<file path="src/rtl/serial_add_ctrl.sv">
// Start/busy/done sequencer around a 1-bit full adder with a registered carry.
// Operands are shifted LSB-first and the sum is rebuilt in a right-shifting register.
module serial_add_ctrl #(
    parameter int WIDTH = 8
) (
    input  logic             clk,
    input  logic             reset_n,
    input  logic             start,
    input  logic [WIDTH-1:0] a,
    input  logic [WIDTH-1:0] b,
    input  logic             cin,
    output logic             busy,
    output logic             done,
    output logic [WIDTH-1:0] sum,
    output logic             cout
);

    localparam int CW = (WIDTH > 1) ? $clog2(WIDTH) : 1;
    localparam logic [CW-1:0] LAST_BIT = CW'(WIDTH - 1);

    typedef enum logic [1:0] {
        S_IDLE  = 2'd0,
        S_SHIFT = 2'd1,
        S_DONE  = 2'd2
    } state_t;

    state_t           state_q, state_d;
    logic [WIDTH-1:0] a_sr_q, a_sr_d;
    logic [WIDTH-1:0] b_sr_q, b_sr_d;
    logic [WIDTH-1:0] sum_sr_q, sum_sr_d;
    logic [WIDTH-1:0] sum_q, sum_d;
    logic             carry_q, carry_d;
    logic             cout_q, cout_d;
    logic [CW-1:0]    count_q, count_d;

    logic bit_a, bit_b, bit_s, bit_c;

    // The adder slice itself: one full-adder step on the current LSBs.
    assign bit_a = a_sr_q[0];
    assign bit_b = b_sr_q[0];
    assign bit_s = bit_a ^ bit_b ^ carry_q;
    assign bit_c = (bit_a & bit_b) | (bit_a & carry_q) | (bit_b & carry_q);

    always_comb begin
        // NOTE: every signal gets its default first so no path leaves one unassigned (no latches).
        state_d  = state_q;
        a_sr_d   = a_sr_q;
        b_sr_d   = b_sr_q;
        sum_sr_d = sum_sr_q;
        sum_d    = sum_q;
        carry_d  = carry_q;
        cout_d   = cout_q;
        count_d  = count_q;

        case (state_q)
            S_IDLE, S_DONE: begin
                state_d = S_IDLE;
                if (start) begin
                    a_sr_d  = a;
                    b_sr_d  = b;
                    carry_d = cin;
                    count_d = '0;
                    state_d = S_SHIFT;
                end
            end

            S_SHIFT: begin
                a_sr_d   = a_sr_q >> 1;
                b_sr_d   = b_sr_q >> 1;
                sum_sr_d = (sum_sr_q >> 1) | (WIDTH'(bit_s) << (WIDTH - 1));
                carry_d  = bit_c;
                count_d  = count_q + 1'b1;
                // Results are published only here, so sum/cout stay put during the next add.
                if (count_q == LAST_BIT) begin
                    sum_d   = sum_sr_d;
                    cout_d  = bit_c;
                    state_d = S_DONE;
                end
            end

            default: state_d = S_IDLE;
        endcase
    end

    // NOTE: sequential state uses non-blocking assignments so every flop samples pre-edge values.
    always_ff @(posedge clk or negedge reset_n) begin
        if (!reset_n) begin
            state_q  <= S_IDLE;
            a_sr_q   <= '0;
            b_sr_q   <= '0;
            sum_sr_q <= '0;
            sum_q    <= '0;
            carry_q  <= 1'b0;
            cout_q   <= 1'b0;
            count_q  <= '0;
        end else begin
            state_q  <= state_d;
            a_sr_q   <= a_sr_d;
            b_sr_q   <= b_sr_d;
            sum_sr_q <= sum_sr_d;
            sum_q    <= sum_d;
            carry_q  <= carry_d;
            cout_q   <= cout_d;
            count_q  <= count_d;
        end
    end

    assign busy = (state_q == S_SHIFT);
    assign done = (state_q == S_DONE);
    assign sum  = sum_q;
    assign cout = cout_q;

endmodule

</file>
<file path="config.mk">
export PLATFORM = sky130hd
export DESIGN_NAME = serial_add_ctrl
export DESIGN_NICKNAME = d
export VERILOG_FILES = /design/src/rtl/serial_add_ctrl.sv
export SDC_FILE = /design/constraint.sdc
export NUM_CORES = 1
export LEC_CHECK = 0
export ABC_AREA = 1
export CAP_MARGIN = 20
export CORE_MARGIN = 2
export CORE_UTILIZATION = 47
export DETAILED_ROUTE_END_ITERATION = 10
export PLACE_DENSITY = 0.75
export REMOVE_ABC_BUFFERS = 1
export SYNTH_ARGS = -nofsm -noshare
export SYNTH_HDL_FRONTEND = slang
export SYNTH_SLANG_ARGS = --single-unit
</file>
<file path="constraint.sdc">
create_clock -name clk -period 1.2 [get_ports clk]
set_input_delay 0.24 -clock clk [delete_from_list [all_inputs] [get_ports clk]]
set_output_delay 0.24 -clock clk [all_outputs]
set_load 0.03 [all_outputs]
</file>
After elaboration in Yosys (flattened, before gate mapping)
Index checks and enable logic that the tools add are counted.
{ "classes": {"add_sub_neg": 1, "n_eq_ne": 5, "muxes": 11, "n_bitwise": 8, "reduce_logical": 5} }
{ "op_table": {"columns": ["op", "n"], "rows": [
  ["$pmux W8 S2", 2],
  ["$mux W8", 2],
  ["$or A7 B8 Y8", 1],
  ["$pmux W3 S2", 1],
  ["$pmux W2 S2", 1],
  ["$reduce_and A2 Y1", 2],
  ["$add A3 B1 Y3 const B", 1],
  ["$and A1 B1 Y1", 3],
  ["$eq A3 B3 Y1 const B", 1],
  ["$mux W3", 1],
  ["$eq A2 B1 Y1 const B", 1],
  ["$eq A2 B2 Y1 const B", 1],
  ["$logic_not A2 Y1", 1],
  ["$mux W1", 2],
  ["$mux W2", 1],
  ["$ne A2 B1 Y1 const B", 1],
  ["$ne A2 B2 Y1 const B", 1],
  ["$or A1 B1 Y1", 2],
  ["$pmux W1 S2", 1],
  ["$reduce_bool A2 Y1", 1],
  ["$reduce_or A2 Y1", 1],
  ["$xor A1 B1 Y1", 2]
]} }
{ "totals": {"register_bits": 39, "input_bits": 20, "out_inout_bits": 11, "wordCells": 38} }

Longest topological paths before layout
{ "depth": {"depth_word": 4, "ltp_mapped": 8, "depth_no_buf": 6} }

Worst setup path after synthesis
OpenSTA, ideal clock, no wires.
{ "synth_timing": {"path_kind": "register -> output", "from": "register state_q[0]", "to": "output port done", "arrival_ns": 1.107, "required_ns": 0.960, "path_slack_ns": -0.147, "path_stages_with_launch": 4, "path_buffers": 2, "path_cell_list": "dfrtp_1 -> buf_6 -> clkbuf_1 -> nor2_1"} }
{ "synth_between": {"elab_chain_cells": 1} }
{ "synth_rtl": {"columns": ["element", "line_no", "rtl"], "rows": [
  ["start: declaration", "27", "state_t state_q, state_d;"],
  ["start signal: assignment", "97", "state_q <= state_d;"],
  ["$eq A2 B2 Y1", "109", "assign done = (state_q == S_DONE);"],
  ["end: declaration", "13", "output logic done,"]
]} }
Every way passes these cells.

Worst setup path after layout
Ends and elaborated chain as after synthesis.

==> run summary <==
Clock Pin Slew Worst Setup and Hold Paths = 0.07 ns
# placed instances = 304
routed vias = 1542
skew final = 0.00547 ns
critical path's most frequent cell = buf_6
R2R Setup Slk = -0.04 ns
Worst R2R End = count_q[0]$_DFFE_PN0P_
failing checks = setup timing
post-route ant nets = 0
Clk Latency, worst-skew pair = 0.29 ns
Final TNS setup = -0.447 ns
first-pass GRT wire length = 6.31 mm
Post-synth ARST share = 1.00
slowest stage delay, CP = 0.42 ns
Global Route met2 Usage = 0.320
DRC viols = 0
Internal Power = 0.00418 W
pin count of the biggest net entering global routing = 24
CP Capture Type = output port
cell count after synthesis = 219
post-route clock period utilization = 1.08
Comb power frac = 0.528
initial antenna violation count = 0
met3 GRT Util = 0.0426
Final Routed Wirelength = 3.84 mm
sequential cell area = 952 sq um
iteration count of the initial detailed-routing pass = 4
status = finished with violations
ratio of cells with drive above 1 in the final layout = 0.258
clock power share = 0.148
busiest grt layer = met2
io pins = 31
top cell type by total area after synthesis = dfrtp_1
CTS buffer count = 5
worst-case clock buffer depth = 2
Max H-tree Level = 2
Fin. Hold Viols = 0
Port Buf Inserts = 30
RSZ-0062 raised after global routing = yes
top post-synthesis cells by area = dfrtp_1, nand2_1, nand3_1, inv_1, o21ai_2
CP delay by family, top = flip-flops
Worst path slowest cell = dfrtp_1
Req. time, crit path = 0.96 ns
power density over cell area = 2790 mW/mm^2
worst reg2reg startpoint = state_q[0]$_DFFE_PN0P_
Switch Pwr = 0.00291 W
DP HPWL = 2.47 mm
most common cell in the synthesized netlist = nand2_1
via count of the first global-routing pass = 1449
Post-Layout Cell Count = 319
GRT Util Overall = 0.191
fin. max-slew vios = 0
Leak Pwr = 1.33 nW
fraction of power spent switching nets = 0.410
Period minus WS final = 1.30 ns
Seq pwr share = 0.324
clk sinks = 38
Synth top area share = 0.523
Die Y = 66.2 um
CP Max Fanout = 3
DRT iter0 DRCs = 140
wire per inst = 12.1 um
Synth Cell Area = 0.00182 sq mm
vias per cell = 4.83
synth cell count leaders = nand2_1, inv_1, dfrtp_1, nand3_1, o21ai_0
HP Class = in -> async
WS Path Type = reg -> out
area grow syn2layout = 39.6%
worst setup margin = -0.0980 ns
die area = 0.00438 sq mm
FMAX = 770 MHz
Placement Rows = 22
Synth Flop Type = dfrtp_1
number of synthesized flops with an enable pin = 0
CP Data Arrival Time = 1.06 ns
initial core utilization = 0.493
Netlist cell types = 19
Overflow after GRT = 0
CTS tree = built
maximum vdd ir drop = 1.83 mV
multi-input logic area = 726 sq um
Synthesis Warnings = 0
ant diodes = 0
worst path bufs/invs = 2
#FFs+latches synth = 38
Die X = 66.2 um
Relative slew margins = 0.734
R2R cell count = 5
post-synthesis sequential area ratio = 0.523
Core Region = 0.00369 sq mm
Net count, final = 293
# fillers = 304
Syn Area/Cell = 8.30 sq um
Cell Chain, Critical Path = buf_6 -> nor2_4 -> buf_6
Root Buffer Master = clkbuf_8
Setup-failing EPs final = 18
Slew @ Worst Pin = 0.399 ns
maximum capacitance violations = 0
M1 GR Usage = 0.242
gp weighted congestion = 0.755
Critical Path Start Type = flop
cell families after synthesis:
| group | count (synthesis) | synth area share |
|---|---|---|
| flip-flops | 38 | 0.523 |
| AND/OR/NAND/NOR | 108 | 0.259 |
| adder cells (fa/ha/maj) | 3 | 0.0248 |
| AO/OA/AOI/OAI | 19 | 0.0689 |
| buffers and inverters | 51 | 0.124 |
cell type report:
class,instances,share of cell area
Clock inverter,1,0.0118
Timing Repair Buffer,53,0.207
Inverter,42,0.0661
Multi-Input combinational cell,130,0.286
Tap cell,48,0.0237
Sequential cell,38,0.375
Clock buffer,7,0.0301
sequential cells by signal, indices dropped and copies added, names as in the netlist:
signal    flops
a_sr_q        8
b_sr_q        8
carry_q       1
count_q       3
cout          1
state_q       2
sum           8
sum_sr_q      7
power by group through the flow:
stage / Sequential, W / Clock (W) / Combinational [W]
after floorplan: 0.00246 / 0 / 0.00174
after global placement: 0.00222 / 0 / 0.00314
after detailed placement: 0.00223 / 0 / 0.00327
after CTS: 0.00223 / 0.00106 / 0.00349
after global routing: 0.00236 / 0.00113 / 0.00418
final: 0.00230 / 0.00105 / 0.00374
placed cells by master (no fill, tap or decap), drive strengths merged:
cell type	Yosys	layout
a21oi	1	1
buf	8	34
bufinv	0	1
clkbuf	1	7
clkdlybuf4s50	0	18
dfrtp	38	38
dlygate4sd3	0	1
fa	1	1
ha	2	2
inv	42	42
nand2	75	75
nand3	30	30
nor2	3	3
o21ai	18	18
metal layers:
layer | routed length [um] | share of wire
met3 | 149 | 0.039
met2 | 2040 | 0.53
met1 | 1610 | 0.42
met5 | 0 | 0
met4 | 39 | 0.010
worst max-delay path by stage:
stage                                 end  slack [ns]  cells after the start                   start
CTS                                  done       -0.09                      3  state_q[0]$_DFFE_PN0P_
floorplan           a_sr_q[0]$_DFFE_PN0P_       -0.29                      5  state_q[0]$_DFFE_PN0P_
finish                               done        -0.1                      3  state_q[0]$_DFFE_PN0P_
detailed placement  b_sr_q[4]$_DFFE_PN0P_       -0.06                      6                   start
global route                         done       -0.15                      3  state_q[0]$_DFFE_PN0P_
global placement    a_sr_q[6]$_DFFE_PN0P_       -0.03                      6                   start
per-stage QoR:
step                worst slack [ns]  instance area [sq um]  power (W)   util  hold WS (ns)
detailed placement           -0.0642                   2260    0.00549  0.613         0.189
global placement             -0.0275                   2260    0.00536  0.613         0.182
finish                       -0.0980                   2540    0.00709  0.688         0.400
global route                  -0.147                   2540    0.00767  0.688         0.415
CTS                          -0.0877                   2440    0.00678  0.661         0.403
floorplan                     -0.293                   1750    0.00420      -       -0.0556
timing repair:
| item | in CTS | in global routing |
|---|---|---|
| resized for setup | 12 | 21 |
| buffers inserted | 4 | 2 |
| hold endpoints to repair | 15 | 0 |
| hold buffers | 1 | 0 |
| endpoints found under the setup margin | 14 | 32 |
| pin swaps | 6 | 3 |
Note: power is estimated with default switching activity, not from simulation.
